==> src/rtl/trace_cmd_sequencer.sv <==
// trace_cmd_sequencer: buffers 40-bit trace commands in a FIFO and issues them
// one at a time to the L1 caches / MESI FSM, keeping per-opcode statistics.
module trace_cmd_sequencer #(
  parameter int unsigned DEPTH        = 8,
  parameter int unsigned FLUSH_CYCLES = 4,
  parameter int unsigned CNT_W        = 16
) (
  input  logic             clk,
  input  logic             rst,
  input  logic             wr_valid,
  input  logic [39:0]      wr_cmd,
  output logic             wr_ready,
  output logic [39:0]      instruction,
  output logic             instr_valid,
  input  logic             instr_ready,
  output logic             done,
  output logic [CNT_W-1:0] read_count,
  output logic [CNT_W-1:0] write_count,
  output logic [CNT_W-1:0] fetch_count,
  output logic [CNT_W-1:0] err_count
);

  localparam int unsigned CMD_W      = 40;
  localparam int unsigned PTR_W      = (DEPTH > 1) ? $clog2(DEPTH) : 1;
  localparam int unsigned OCC_W      = $clog2(DEPTH + 1);
  // The clear hand-off cycle is itself one blocked cycle, so the FLUSH state
  // only has to cover the remaining FLUSH_CYCLES-1 cycles.
  localparam int unsigned FLUSH_LOAD = (FLUSH_CYCLES > 1) ? FLUSH_CYCLES - 2 : 0;
  localparam int unsigned FCNT_W     = (FLUSH_CYCLES > 2) ? $clog2(FLUSH_CYCLES) : 1;

  localparam logic [3:0] OP_READ  = 4'd0;
  localparam logic [3:0] OP_WRITE = 4'd1;
  localparam logic [3:0] OP_FETCH = 4'd2;
  localparam logic [3:0] OP_CLEAR = 4'd8;
  localparam logic [3:0] OP_END   = 4'd15;

  typedef enum logic [1:0] {
    ST_ISSUE = 2'd0,
    ST_FLUSH = 2'd1,
    ST_DONE  = 2'd2
  } state_e;

  state_e              state_q, state_d;
  logic [FCNT_W-1:0]   fcnt_q, fcnt_d;

  logic [CMD_W-1:0]    mem_q [DEPTH];
  logic [CMD_W-1:0]    mem_d [DEPTH];
  logic [PTR_W-1:0]    wr_ptr_q, wr_ptr_d;
  logic [PTR_W-1:0]    rd_ptr_q, rd_ptr_d;
  logic [OCC_W-1:0]    occ_q, occ_d;

  logic [CMD_W-1:0]    instruction_q, instruction_d;
  logic                instr_valid_q, instr_valid_d;
  logic                done_q, done_d;
  logic [CNT_W-1:0]    rd_cnt_q, rd_cnt_d;
  logic [CNT_W-1:0]    wr_cnt_q, wr_cnt_d;
  logic [CNT_W-1:0]    fe_cnt_q, fe_cnt_d;
  logic [CNT_W-1:0]    err_cnt_q, err_cnt_d;

  logic                fifo_full, fifo_empty;
  logic                push, pop, out_hs, flush_hs;
  logic                pop_issue, pop_end, pop_err;
  logic [CMD_W-1:0]    head_cmd;
  logic [3:0]          head_op;

  function automatic logic op_issuable(input logic [3:0] op);
    case (op)
      4'd0, 4'd1, 4'd2, 4'd3, 4'd4, 4'd8, 4'd9: return 1'b1;
      default:                                  return 1'b0;
    endcase
  endfunction

  function automatic logic [CNT_W-1:0] sat_inc(input logic [CNT_W-1:0] v);
    return (v == '1) ? v : v + CNT_W'(1);
  endfunction

  assign fifo_full  = (occ_q == OCC_W'(DEPTH));
  assign fifo_empty = (occ_q == '0);
  assign wr_ready   = !fifo_full && (state_q != ST_DONE);
  assign push       = wr_valid && wr_ready;
  assign head_cmd   = mem_q[rd_ptr_q];
  assign head_op    = head_cmd[39:36];
  assign out_hs     = instr_valid_q && instr_ready;
  // A clear command leaving the output register blocks the pop in the same cycle.
  assign flush_hs   = out_hs && (instruction_q[39:36] == OP_CLEAR);
  assign pop        = (state_q == ST_ISSUE) && !fifo_empty
                      && (!instr_valid_q || instr_ready) && !flush_hs;
  assign pop_issue  = pop && op_issuable(head_op);
  assign pop_end    = pop && (head_op == OP_END);
  assign pop_err    = pop && !op_issuable(head_op) && (head_op != OP_END);

  // State register
  always_ff @(posedge clk) begin
    if (rst) begin
      state_q <= ST_ISSUE;
      fcnt_q  <= '0;
    end else begin
      state_q <= state_d;
      fcnt_q  <= fcnt_d;
    end
  end

  // Next-state logic: end marker, clear-triggered flush window
  always_comb begin
    state_d = state_q;
    fcnt_d  = fcnt_q;
    case (state_q)
      ST_ISSUE: begin
        if (pop_end) begin
          state_d = ST_DONE;
        end else if (flush_hs && (FLUSH_CYCLES > 1)) begin
          state_d = ST_FLUSH;
          fcnt_d  = FCNT_W'(FLUSH_LOAD);
        end
      end
      ST_FLUSH: begin
        if (fcnt_q == '0) begin
          state_d = ST_ISSUE;
        end else begin
          fcnt_d = fcnt_q - FCNT_W'(1);
        end
      end
      ST_DONE:  state_d = ST_DONE;
      default:  state_d = ST_ISSUE;
    endcase
  end

  // Output/datapath next values: FIFO, output register, statistics
  always_comb begin
    mem_d         = mem_q;
    wr_ptr_d      = wr_ptr_q;
    rd_ptr_d      = rd_ptr_q;
    occ_d         = occ_q;
    instruction_d = instruction_q;
    instr_valid_d = instr_valid_q;
    done_d        = done_q;
    rd_cnt_d      = rd_cnt_q;
    wr_cnt_d      = wr_cnt_q;
    fe_cnt_d      = fe_cnt_q;
    err_cnt_d     = err_cnt_q;

    if (push) begin
      mem_d[wr_ptr_q] = wr_cmd;
      wr_ptr_d        = wr_ptr_q + PTR_W'(1);
    end
    if (pop) begin
      rd_ptr_d = rd_ptr_q + PTR_W'(1);
    end
    case ({push, pop})
      2'b10:   occ_d = occ_q + OCC_W'(1);
      2'b01:   occ_d = occ_q - OCC_W'(1);
      default: occ_d = occ_q;
    endcase

    if (out_hs) begin
      instr_valid_d = 1'b0;
      case (instruction_q[39:36])
        OP_READ:  rd_cnt_d = sat_inc(rd_cnt_q);
        OP_WRITE: wr_cnt_d = sat_inc(wr_cnt_q);
        OP_FETCH: fe_cnt_d = sat_inc(fe_cnt_q);
        OP_CLEAR: begin
          rd_cnt_d = '0;
          wr_cnt_d = '0;
          fe_cnt_d = '0;
        end
        default: ;
      endcase
    end
    if (pop_issue) begin
      instruction_d = head_cmd;
      instr_valid_d = 1'b1;
    end
    if (pop_err) begin
      err_cnt_d = sat_inc(err_cnt_q);
    end
    if (pop_end) begin
      done_d = 1'b1;
    end
  end

  // Datapath registers
  always_ff @(posedge clk) begin
    if (rst) begin
      mem_q         <= '{default: '0};
      wr_ptr_q      <= '0;
      rd_ptr_q      <= '0;
      occ_q         <= '0;
      instruction_q <= '0;
      instr_valid_q <= 1'b0;
      done_q        <= 1'b0;
      rd_cnt_q      <= '0;
      wr_cnt_q      <= '0;
      fe_cnt_q      <= '0;
      err_cnt_q     <= '0;
    end else begin
      mem_q         <= mem_d;
      wr_ptr_q      <= wr_ptr_d;
      rd_ptr_q      <= rd_ptr_d;
      occ_q         <= occ_d;
      instruction_q <= instruction_d;
      instr_valid_q <= instr_valid_d;
      done_q        <= done_d;
      rd_cnt_q      <= rd_cnt_d;
      wr_cnt_q      <= wr_cnt_d;
      fe_cnt_q      <= fe_cnt_d;
      err_cnt_q     <= err_cnt_d;
    end
  end

  assign instruction = instruction_q;
  assign instr_valid = instr_valid_q;
  assign done        = done_q;
  assign read_count  = rd_cnt_q;
  assign write_count = wr_cnt_q;
  assign fetch_count = fe_cnt_q;
  assign err_count   = err_cnt_q;

endmodule

==> config.mk <==
export PLATFORM = sky130hd
export DESIGN_NAME = trace_cmd_sequencer
export DESIGN_NICKNAME = d
export VERILOG_FILES = /design/src/rtl/trace_cmd_sequencer.sv
export SDC_FILE = /design/constraint.sdc
export NUM_CORES = 1
export LEC_CHECK = 0
export CAP_MARGIN = 20
export CORE_MARGIN = 3
export CORE_UTILIZATION = 49
export CTS_CLUSTER_SIZE = 14
export DETAILED_ROUTE_END_ITERATION = 6
export DONT_BUFFER_PORTS = 1
export GPL_TIMING_DRIVEN = 0
export PLACE_DENSITY = 0.66
export SETUP_SLACK_MARGIN = 0.5
export SLEW_MARGIN = 20
export SYNTH_ARGS = -nofsm -noshare
export SYNTH_HDL_FRONTEND = slang
export SYNTH_SLANG_ARGS = --single-unit
==> constraint.sdc <==
create_clock -name clk -period 2.3 [get_ports clk]
set_input_delay 0.115 -clock clk [delete_from_list [all_inputs] [get_ports clk]]
set_output_delay 0.115 -clock clk [all_outputs]
set_load 0.005 [all_outputs]
Yosys cells after proc, flatten, opt, wreduce, memory -nomap -nowiden. Cells that the tools add are included.

Bitwise logic cells: 3. Multiplexer cells: 24. Equal/unequal tests: 29. Reduce and logical (&&, ||, !) cells: 36. Order comparisons: 3. Add/sub/neg operators: 9.

Operators with widths (number): $bwmux W320 (1); $bmux W40 S3 (1); $demux W40 S3 (1); $mux W40 (3); $pmux W16 S2 (3); $add A16 B1 Y16 const B (4); $eq A16 B16 Y1 const B (4); $mux W16 (3); $eq A4 B4 Y1 const B (5); $ne A2 B2 Y1 const B (8); $eq A4 B2 Y1 const B (3); $logic_and A1 B1 Y1 (12); $logic_not A4 Y1 (3); $mux W2 (6); $reduce_bool A2 Y1 (6); $reduce_and A3 Y1 (3); $eq A4 B1 Y1 const B (2); $ge A4 B4 Y1 const B (2); $not A3 Y4 (2); $pmux W4 S2 (1); $reduce_or A7 Y1 (1); $add A3 B1 Y3 const B (2); $pmux W2 S3 (1); $logic_not A1 Y1 (5); 16 further kinds (22).

Output and inout bits: 107. Input bits: 44. Flip-flop bits (word level): 440.

Logic depth before layout (Yosys ltp). Gate-level depths: netlist of run 1.

Depth after elaboration: 11. Depth in mapped cells: 12. Mapped depth without buffers: 10.

Worst setup path after synthesis of run 1. No wires, ideal clock.

Path kind: flip-flop to flip-flop. Start point: reg instruction_q[37] (netlist: instruction[37]). End point: reg occ_q[2]. Cell stages (with the launch flop): 13. Arrival: 2.530 ns. Period minus slack after synthesis: 2.601 ns. Path buffers: 2. Setup time: 0.070 ns. Path slack: -0.301 ns. Path through: dfxtp_1 > clkbuf_1 > nor4b_2 > o21ai_0 > and3_1 > buf_2 > ha_1 > xor2_1 > ha_1 > a21oi_1 > xor2_1 > or3_1 > a21oi_1.

Cells in the longest elaborated chain, start to end: 6.

Ends and longest elaborated chain: start: declaration (RTL line 52) `logic [CMD_W-1:0] instruction_q, instruction_d;`; start signal: assignment (RTL line 200) `instruction_q <= instruction_d;`; $eq A4 B4 Y1 * (RTL line 85) `assign flush_hs = out_hs && (instruction_q[39:36] == OP_CLEAR);`; $logic_and A1 B1 Y1 * (RTL line 85); $logic_not A1 Y1 * (RTL line 87) `&& (!instr_valid_q || instr_ready) && !flush_hs;`; $logic_and A1 B1 Y1 * (RTL line 87); via pop (RTL line 61) `logic push, pop, out_hs, flush_hs;`; $eq A2 B1 Y1 or $eq A2 B2 Y1 (tied branches) (RTL line 149) `case ({push, pop})`; $pmux W4 S2 or $reduce_bool A2 Y1 (tied branches); end signal: assignment (RTL line 187) `occ_q <= '0;`; end signal: assignment (RTL line 199) `occ_q <= occ_d;`; end: declaration (RTL line 50) `logic [OCC_W-1:0] occ_q, occ_d;`.

The timed path passes the listed nets; every way through them passes the cells marked *. A chain may end at the register's enable or synchronous reset.

Worst setup path in the final report of run 1.
Start point: reg rd_ptr_q[0]. End point: reg err_cnt_q[4] (netlist: err_count[4]).

Cells in the longest elaborated chain, start to end: 11.

Ends and longest elaborated chain: start: declaration (RTL line 49) `logic [PTR_W-1:0] rd_ptr_q, rd_ptr_d;`; start signal: assignment (RTL line 198) `rd_ptr_q <= rd_ptr_d;`; $not A3 Y4 (not written as such) * (RTL line 81) `assign head_cmd = mem_q[rd_ptr_q];`; $bmux W40 S3 * (RTL line 81); $mux W40 (not written as such) * (2 in series) (RTL line 81); $eq A4 B1 Y1 (tied with other cells) (RTL line 67) `case (op)`; $reduce_or A7 Y1 (RTL line 67); $mux W1 (RTL line 67); $logic_not A1 Y1 (RTL line 90) `assign pop_err = pop && !op_issuable(head_op) && (head_op != OP_END);`; $logic_and A1 B1 Y1 (RTL line 90); $logic_and A1 B1 Y1 * (RTL line 90); $reduce_and A2 Y1 (no line) *; end signal: assignment (RTL line 206) `err_cnt_q <= err_cnt_d;`; end: declaration (RTL line 58) `logic [CNT_W-1:0] err_cnt_q, err_cnt_d;`.

Mark *: on every way between the ends. The rest lies on a longest branch, timed or not. The select of a mux whose other input is x is not followed.

==> flow_summary.yaml, run 1 <==
outcome:
  outcome: "complete, but fails checks"
  violations: "setup timing"
logic_synthesis:
  syn_inst: 2179
  yosysSeqAreaShare: 0.472
  ys_ff_latch: 440
  synth.net_count: 2233
  synth_area_per_cell_um2: 8.56
  synth_ff_type: "dfxtp_1"
  synth_edf_count: 0
  async_reset_ff_frac: 0
  syn_area_um2: 18600
  yosysUniqueCellTypes: 55
  yosysWarnings: 0
critical_path:
  end_kind: "flip-flop"
  required_ns: 2.80
  r2r_slack_ns: -0.23
  worstSetupPathType: "reg -> reg"
  crit_arrival_ns: 3.03
  path_max_fanout: 5
  startpoint_type: "flip-flop"
sta:
  fin_crit_ns: 2.53
  final_hold_viol_count: 0
  tightest_slew_ns: 1.05
  setup_viol: 59
  fin_skew_ns: 0.0207
  max-slew-margin-rel: 0.301
  finalMaxSlewViolations: 0
  fmax_mhz: 395
  fin_crit_sh: 1.10
  worst_slack_ns: -0.229
  tns_ns: -8.43
  rsz0062_at_grt: "true"
drt:
  vias_per_cell: 5.82
  drcViolationCount: 0
  wirelength_um: 60800
  drt_pass1_iterations: 5
  drt-initial-drc-count: 1312
  vias: 16650
  wl_per_cell_um: 21.3
  ant_nets: 0
cts:
  clkTransAtPathRegs_ns: 0.06
  cts_buffers: 46
  clockBufferDepth: 3
  clock_latency_ns: 0.58
  htreeDepth: 2
  cts_tree: "yes"
  cts-root-buf: "clkbuf_16"
  cts_sinks: 440
global_routing:
  first_global_vias: 16071
  track_usage: 0.273
  grt_overflow: 0
  grt_pass1_wl_um: 88600
  antenna_found_initial: 0
  grt_max_degree: 14
place:
  dp_hpwl_um: 38600
  routabilityCongestion: 0.873
  io_buffer_count: 0
cells_and_area:
  utilization: 0.647
  num_antenna_cells: 0
  num-nets-final: 2378
  area_growth_syn_to_layout_pct: 28.6
  drive_gt1_frac: 0.249
power_and_ir_drop:
  finalPower_w: 0.0237
  p_leak_nw: 8.16
  ir_drop_mv: 0.609
  cellPowerDensity_nw_per_um2: 988
floorplan:
  initial_core_util: 0.503
  coreArea_um2: 37000
  num_rows: 70
  die-width_um: 201
  die-height_um: 201
  die_area_um2: 40400
  io_pins: 151
hold_path:
  hp-class: "in -> reg"
run:
  cap_violations: 0
-- per-stage QoR --
step	setup slack, ns	instances	area (um2)	hold WS, ns
floorplan	0.0290	2179	18900	0.325
global placement	-0.533	2683	19500	0.339
detailed placement	-0.519	2683	19500	0.342
CTS	-0.142	2824	22300	0.0274
global route	-0.316	2860	24000	0.0748
finish	-0.229	2860	24000	0.0730
-- sequential cells by signal (all words and copies together) (netlist names), 2 cells and up --
name         flops
err_count       16
fcnt_q           2
fetch_count     16
instruction     40
mem_q          320
occ_q            4
rd_ptr_q         3
read_count      16
state_q          2
wr_ptr_q         3
write_count     16
-- Yosys cell counts (3+ instances only) --
library cell,instances,area (um2)
a211oi_1,43,323
a21oi_1,347,1740
a31oi_1,4,25.0
and3_1,16,100
and4_1,7,61.3
buf_1,6,22.5
buf_2,16,80.1
clkbuf_1,140,526
clkbuf_2,40,200
dfxtp_1,440,8810
ha_1,10,125
inv_1,13,48.8
mux2i_1,45,450
mux4_2,80,1800
nand2_1,665,2500
nand2b_1,7,43.8
nand3_1,25,125
nand3b_1,5,37.5
nand4_1,20,125
nor2_1,108,405
nor2b_1,4,25.0
nor3_1,8,40.0
nor4_1,8,50.1
o21ai_0,9,45.0
o21ai_1,3,15.0
o31ai_1,9,67.6
or2_2,3,18.8
or3_1,13,81.3
or4_1,12,90.1
xnor2_1,13,114
xor2_1,31,272
-- timing repair --
action / CTS / global route
setup endpoints to repair: 432 / 433
hold endpoints to repair: 327 / 0
cloned: 3 / 15
setup buffers: 15 / 21
pin swaps: 35 / 81
resized for setup: 199 / 404
hold buffers: 43 / 0
-- power by group --
group,switching [W],total (W),internal (W)
Clock,0.00311,0.00743,0.00432
Sequential,0.000677,0.00903,0.00835
Combinational,0.00390,0.00723,0.00334
-- placed cells by master (no fill, tap or decap), drive strengths merged, types with 13 or more instances in the layout --
cell type,n
nand2,665
dlygate4sd3,43
buf,97
xnor2,13
and3,16
nand4,20
mux2i,47
a21oi,347
nor2,108
xor2,31
a211oi,43
nand3,25
inv,14
mux4,80
clkbuf,226
or3,13
dfxtp,440
-- critical path, stage by stage (launching register included) --
cell	delay, ns
dfxtp_4	0.39
clkbuf_16	0.16
mux4_2	0.55
mux2i_4	0.20
or4_4	0.17
nand4_1	0.11
buf_6	0.17
buf_6	0.13
or4_1	0.46
a21oi_1	0.13
-- routing by layer --
metal | share of wire | global-route usage
met4 | 0.036 | 0.0984
met2 | 0.48 | 0.465
met3 | 0.082 | 0.0655
met5 | 0 | 0
met1 | 0.40 | 0.339
-- area by class of cell --
class                      instances  area [um2]
clock inverter                    12        91.3
sequential                       440        8840
multi-input combinational       1523       10100
tap                              504         631
buffer                           204        1720
inverter                          13        48.8
clock buffer                      68        1410
timing repair buffer              96        1130
fill                            2911       13100
-- final timing paths --
check / startpoint / endpoint / cells after the start
min reg2reg: mem_q[113] / mem_q[113] / 2
max reg2reg: rd_ptr_q[0] / err_count[4] / 9
max: rd_ptr_q[0] / err_count[4] / 9
min: instr_ready / fetch_count[12] / 4
-- logic make-up (layout without fill, tap and decap cells) --
logic type	count (synthesis)	after routing	synth area share
xor gates and xnor gates	44	44	0.0207
adders and majority gates	10	10	0.00671
muxes	129	129	0.123
DFF	440	440	0.472
buffers and inverters	217	393	0.0480
AOI/OAI and AO/OA	429	430	0.126
and+or+nand+nor	910	910	0.203
Note: power is estimated with default switching activity, not from simulation.
==> inputs of run 2 (changes only) <==
--- a/config.mk
+++ b/config.mk
@@ -5,6 +5,7 @@
 export SDC_FILE = /design/constraint.sdc
 export NUM_CORES = 1
 export LEC_CHECK = 0
+export ABC_AREA = 1
 export CAP_MARGIN = 20
 export CORE_MARGIN = 3
 export CORE_UTILIZATION = 49
@@ -12,7 +13,6 @@
 export DETAILED_ROUTE_END_ITERATION = 6
 export DONT_BUFFER_PORTS = 1
 export GPL_TIMING_DRIVEN = 0
-export PLACE_DENSITY = 0.66
 export SETUP_SLACK_MARGIN = 0.5
 export SLEW_MARGIN = 20
 export SYNTH_ARGS = -nofsm -noshare
==> constraint.sdc (replaced) <==
create_clock -name clk -period 2.4 [get_ports clk]
set_input_delay 0.12 -clock clk [delete_from_list [all_inputs] [get_ports clk]]
set_output_delay 0.12 -clock clk [all_outputs]
set_load 0.005 [all_outputs]
==> flow_summary.yaml, run 2 <==
outcome:
  outcome: "complete, no violations"
logic_synthesis:
  yosysWarnings: 0
  syn_inst: 2798
  syn_area_um2: 19600
  synth_top_area_frac: 0.450
  yosysTopAreaCell: "dfxtp_1"
  synth_ff_type: "dfxtp_1"
  yosysSeqAreaShare: 0.450
  yosys-top-cells-area: "dfxtp_1, o21ai_0, nand2_1"
  synth.net_count: 2852
  yosys-top-cells-count: "nand2_1, dfxtp_1, nor2_1"
  synth_area_per_cell_um2: 7.00
  synth_edf_count: 0
  yosysUniqueCellTypes: 35
  synth.most_common_cell: "nand2_1"
  async_reset_ff_frac: 0
  ys_ff_latch: 440
floorplan:
  initial_core_util: 0.501
  die-width_um: 206
  coreArea_um2: 39100
  io_pins: 151
  die-height_um: 206
  num_rows: 72
  die_area_um2: 42400
sta:
  fin_crit_ns: 2.06
  final_hold_viol_count: 0
  fin_skew_ns: 0.0223
  fin_crit_sh: 0.857
  tightest_slew_ns: 1.12
  rsz0062_at_grt: "true"
  max-slew-margin-rel: 0.253
  worst_slack_ns: 0.342
  setup_viol: 0
  fmax_mhz: 486
  finalMaxSlewViolations: 0
drt:
  drcViolationCount: 0
  vias: 20408
  drt_pass1_iterations: 6
  wirelength_um: 75100
  drt-initial-drc-count: 2010
  vias_per_cell: 5.78
  wl_per_cell_um: 21.3
  ant_nets: 0
place:
  dpl_worst_slack_ns: -0.487
  routabilityCongestion: 0.921
  dp.cells: 3316
  io_buffer_count: 0
  dp_hpwl_um: 49100
  place_area_um2: 20300
cells_and_area:
  num-nets-final: 3033
  fillers: 3510
  regMostFlops: "mem_q"
  largest_reg_flops: 320
  area_growth_syn_to_layout_pct: 31.5
  drive_gt1_frac: 0.214
  final_common_cell: "dfxtp_1"
  final_cell_mix: "dfxtp_1, nor2_1, nand2_1, o21ai_0, a21oi_1"
  final_cell_area_um2: 25800
  stdcell_count: 3532
run:
  cap_violations: 0
hold_path:
  hp-class: "in -> reg"
cts:
  clkTransAtPathRegs_ns: 0.06
  clockBufferDepth: 3
  cts-root-buf: "clkbuf_16"
  cts_buffers: 48
  clock_latency_ns: 0.60
  cts_sinks: 440
  htreeDepth: 2
  cts_tree: "yes"
critical_path:
  startpoint_type: "flip-flop"
  crit_path_top_delay_cell: "dfxtp_4"
  required_ns: 2.90
  worstSetupPathType: "reg -> reg"
  path_cells: "buf_12 > clkbuf_16 > nand2_4 > nand3_4 > nand3_2 > nand2_2 > nand2_2 > nand2_4 > nand3_4 > inv_4 > buf_12 > buf_12 > o21ai_1 > a21oi_1"
  critical-path-max-stage-delay_ns: 0.39
  path_max_fanout: 8
  cpMostUsedCell: "buf_12"
  end_kind: "flip-flop"
  crit_arrival_ns: 2.56
power_and_ir_drop:
  p_leak_nw: 9.55
  finalPower_w: 0.0280
  cellPowerDensity_nw_per_um2: 1090
  ir_drop_mv: 0.731
global_routing:
  grt_max_degree: 13
  track_usage: 0.325
  antenna_found_initial: 5
  first_global_vias: 18628
  grt_overflow: 0
  grt_pass1_wl_um: 107000
==> run 2: what timing repair did <==
action                                  in CTS  in global routing
cloned                                       3                 20
buffers inserted                            36                 30
gates resized for setup                    274                685
hold buffers                                42                  0
pin swaps                                   16                105
endpoints found under the setup margin     418                426
hold endpoints to repair                   324                  0
==> run 2: stage by stage <==
stage               hold slack, ns  TNS [ns]   util
finish                      0.0993         0  0.659
global route                 0.118         0  0.659
CTS                         0.0590         0  0.595
detailed placement           0.278    -25.89  0.519
global placement             0.274    -25.30  0.519
floorplan                    0.269         0      -
==> run 2: final cells by class <==
cell class	count	area [um2]	share of cell area
Multi-Input combinational cell	1954	10600	0.412
Sequential cell	440	8870	0.344
Timing Repair Buffer	130	1620	0.0627
Buffer	190	1580	0.0613
Clock buffer	72	1420	0.0552
Inverter	215	908	0.0353
Tap cell	518	648	0.0252
Clock inverter	8	97.6	0.00379
Antenna cell	5	12.5	0.000486
==> run 2: path summary, 6_finish.rpt <==
| path | end | slack [ns] | startpoint | cells past startpoint |
|---|---|---|---|---|
| setup / recovery | instruction[38] | 0.34 | rd_ptr_q[0] | 14 |
| hold / removal | read_count[7] | 0.1 | instr_ready | 6 |
| setup reg to reg | instruction[38] | 0.34 | rd_ptr_q[0] | 14 |
| hold reg to reg | mem_q[99] | 0.45 | mem_q[99] | 2 |
==> run 2: where the power goes <==
group          switching [W]  internal (W)  total, W
Sequential          0.000677       0.00810   0.00878
Clock                0.00308       0.00427   0.00735
Combinational        0.00710       0.00478    0.0119
==> run 2: cells by family after synthesis <==
logic type / Yosys count / synth area share
fa+ha+maj: 10 / 0.00639
xor+xnor: 29 / 0.0130
simple gates: 1165 / 0.247
flops: 440 / 0.450
buf+inv: 405 / 0.0838
compound gates: 749 / 0.200
==> run 2: worst max-delay path, delay by kind of cell (launching register included) <==
kind                   cells  cell delay, ns
buffers and inverters      5            0.74
and+or+nand+nor            7            0.57
DFF                        1            0.39
AOI/OAI and AO/OA          2            0.26
==> run 2: layer usage <==
layer / vias up / global-route usage / part of all wire
li1: 9619 / - / -
met4: 2 / 0.141 / 0.042
met2: 805 / 0.533 / 0.47
met1: 9788 / 0.417 / 0.41
met5: - / 0 / 0.00017
met3: 194 / 0.0654 / 0.077
==> inputs of run 3 (changes only) <==
--- a/config.mk
+++ b/config.mk
@@ -13,8 +13,7 @@
 export DETAILED_ROUTE_END_ITERATION = 6
 export DONT_BUFFER_PORTS = 1
 export GPL_TIMING_DRIVEN = 0
-export SETUP_SLACK_MARGIN = 0.5
-export SLEW_MARGIN = 20
+export SLEW_MARGIN = 0
 export SYNTH_ARGS = -nofsm -noshare
 export SYNTH_HDL_FRONTEND = slang
 export SYNTH_SLANG_ARGS = --single-unit
==> flow_summary.yaml, run 3 (same netlist as run 2, synthesis figures left out) <==
cells_and_area:
  fillers: 3910
  largest_reg_flops: 320
  final_common_cell: "nand2_1"
  final_cell_area_um2: 22300
  area_growth_syn_to_layout_pct: 13.9
  final_cell_mix: "nand2_1, dfxtp_1, nor2_1, o21ai_0, a21oi_1"
  drive_gt1_frac: 0.0656
  regMostFlops: "mem_q"
  num-nets-final: 2946
  num_antenna_cells: 0
critical_path:
  startpoint_type: "flip-flop"
  path_max_fanout: 10
  crit-reg2reg-launch: "rd_ptr_q[0]"
  critPathLaunch: "rd_ptr_q[0]"
  r2r_slack_ns: 0.14
  crit_arrival_ns: 2.77
  required_ns: 2.91
  reg2reg_to: "instruction[6]"
  r2r_cells: 7
  worstSetupPathType: "reg -> reg"
  end_kind: "flip-flop"
place:
  dpl_worst_slack_ns: -0.480
  place_area_um2: 20200
  dp_hpwl_um: 48600
  routabilityCongestion: 0.914
  io_buffer_count: 0
run:
  cap_violations: 0
power_and_ir_drop:
  ir_drop_mv: 0.592
  cellPowerDensity_nw_per_um2: 1040
  finalPower_w: 0.0233
  p_leak_nw: 7.98
floorplan:
  die-width_um: 206
  die_area_um2: 42400
  num_rows: 72
  io_pins: 151
  die-height_um: 206
  coreArea_um2: 39100
  initial_core_util: 0.501
drt:
  drcViolationCount: 0
  drt-initial-drc-count: 2053
  vias_per_cell: 5.66
  ant_nets: 0
  wirelength_um: 69200
  drt_pass1_iterations: 6
  wl_per_cell_um: 20.1
  vias: 19500
sta:
  fin_crit_ns: 2.26
  max-slew-margin-rel: 0.332
  fin_skew_ns: 0.0270
  tightest_slew_ns: 1.00
  final_hold_viol_count: 0
  fmax_mhz: 443
  rsz0062_at_grt: "true"
  worst_slack_ns: 0.144
  fin_crit_sh: 0.940
  setup_viol: 0
  finalMaxSlewViolations: 0
global_routing:
  grt_overflow: 0
  grt_max_degree: 13
  first_global_vias: 17963
  track_usage: 0.320
  grt_pass1_wl_um: 106000
  antenna_found_initial: 4
hold_path:
  hp-class: "in -> reg"
  hold_path_end: "state_q[0]"
  worstHoldStart: "instr_ready"
  hold_depth: 6
cts:
  clockBufferDepth: 3
  cts-root-buf: "clkbuf_16"
  cts_sinks: 440
  htreeDepth: 2
  clock_latency_ns: 0.60
  clkTransAtPathRegs_ns: 0.06
  cts_buffers: 48
  cts_tree: "yes"
outcome:
  outcome: "complete, no violations"
-- run 3: layout make-up --
type / count / area (um2) / share of cell area
clock inverters: 6 / 62.6 / 0.00280
repair buffers: 44 / 435 / 0.0195
inverters: 215 / 821 / 0.0368
well taps: 518 / 648 / 0.0290
plain buffers: 190 / 885 / 0.0396
flip-flops and latches: 440 / 8820 / 0.395
multi-input cells: 1953 / 9190 / 0.412
clock buffers: 78 / 1470 / 0.0656
-- run 3: critical path, cell delays in order (launching register included) --
cell,delay (ns)
dfxtp_2,0.42
buf_6,0.21
buf_2,0.39
clkbuf_1,0.50
a211oi_1,0.15
o21ai_1,0.30
nand2_1,0.10
a21oi_1,0.12
-- run 3: per-stage QoR --
| stage | utilization | instances | hold WS [ns] | TNS [ns] |
|---|---|---|---|---|
| 6_report | 0.571 | 3444 | 0.0432 | 0 |
| 5_1_grt | 0.571 | 3444 | 0.0876 | -0.0332 |
| 4_1_cts | 0.569 | 3442 | 0.0281 | 0 |
| 3_5_place_dp | 0.518 | 3316 | 0.280 | -25.07 |
| 3_3_place_gp | 0.518 | 3316 | 0.272 | -26.03 |
| 2_1_floorplan | - | 2798 | 0.269 | 0 |
-- run 3: repair_timing --
item | 4_1_cts | 5_1_grt
hold endpoints to repair | 326 | 0
pin swaps | 0 | 1
endpoints found under the setup margin | 87 | 133
resized for setup | 23 | 48
hold buffers | 42 | 0
setup buffers | 0 | 2
-- run 3: worst max-delay path by stage --
| stage | endpoint | slack [ns] |
|---|---|---|
| after floorplan | occ_q[2] | 0.30 |
| after global placement | instruction[14] | -0.51 |
| after detailed placement | instruction[14] | -0.48 |
| after CTS | instruction[20] | 0.01 |
| after global routing | occ_q[3] | -0.03 |
| final | instruction[6] | 0.14 |
-- run 3: per-layer routing --
metal	global-route usage	vias to the layer above	routed length (um)
met5	0	-	34
li1	-	9411	-
met1	0.421	9158	29100
met3	0.0630	163	5770
met4	0.116	6	2680
met2	0.522	762	31700
-- run 3: power by group --
part           internal (W)  leakage [nW]  total (W)  switching [W]
sequential          0.00808          3.57    0.00863       0.000549
combinational       0.00210          3.66    0.00732        0.00522
clock               0.00425         0.751    0.00731        0.00305
total                0.0144          7.98     0.0233        0.00882
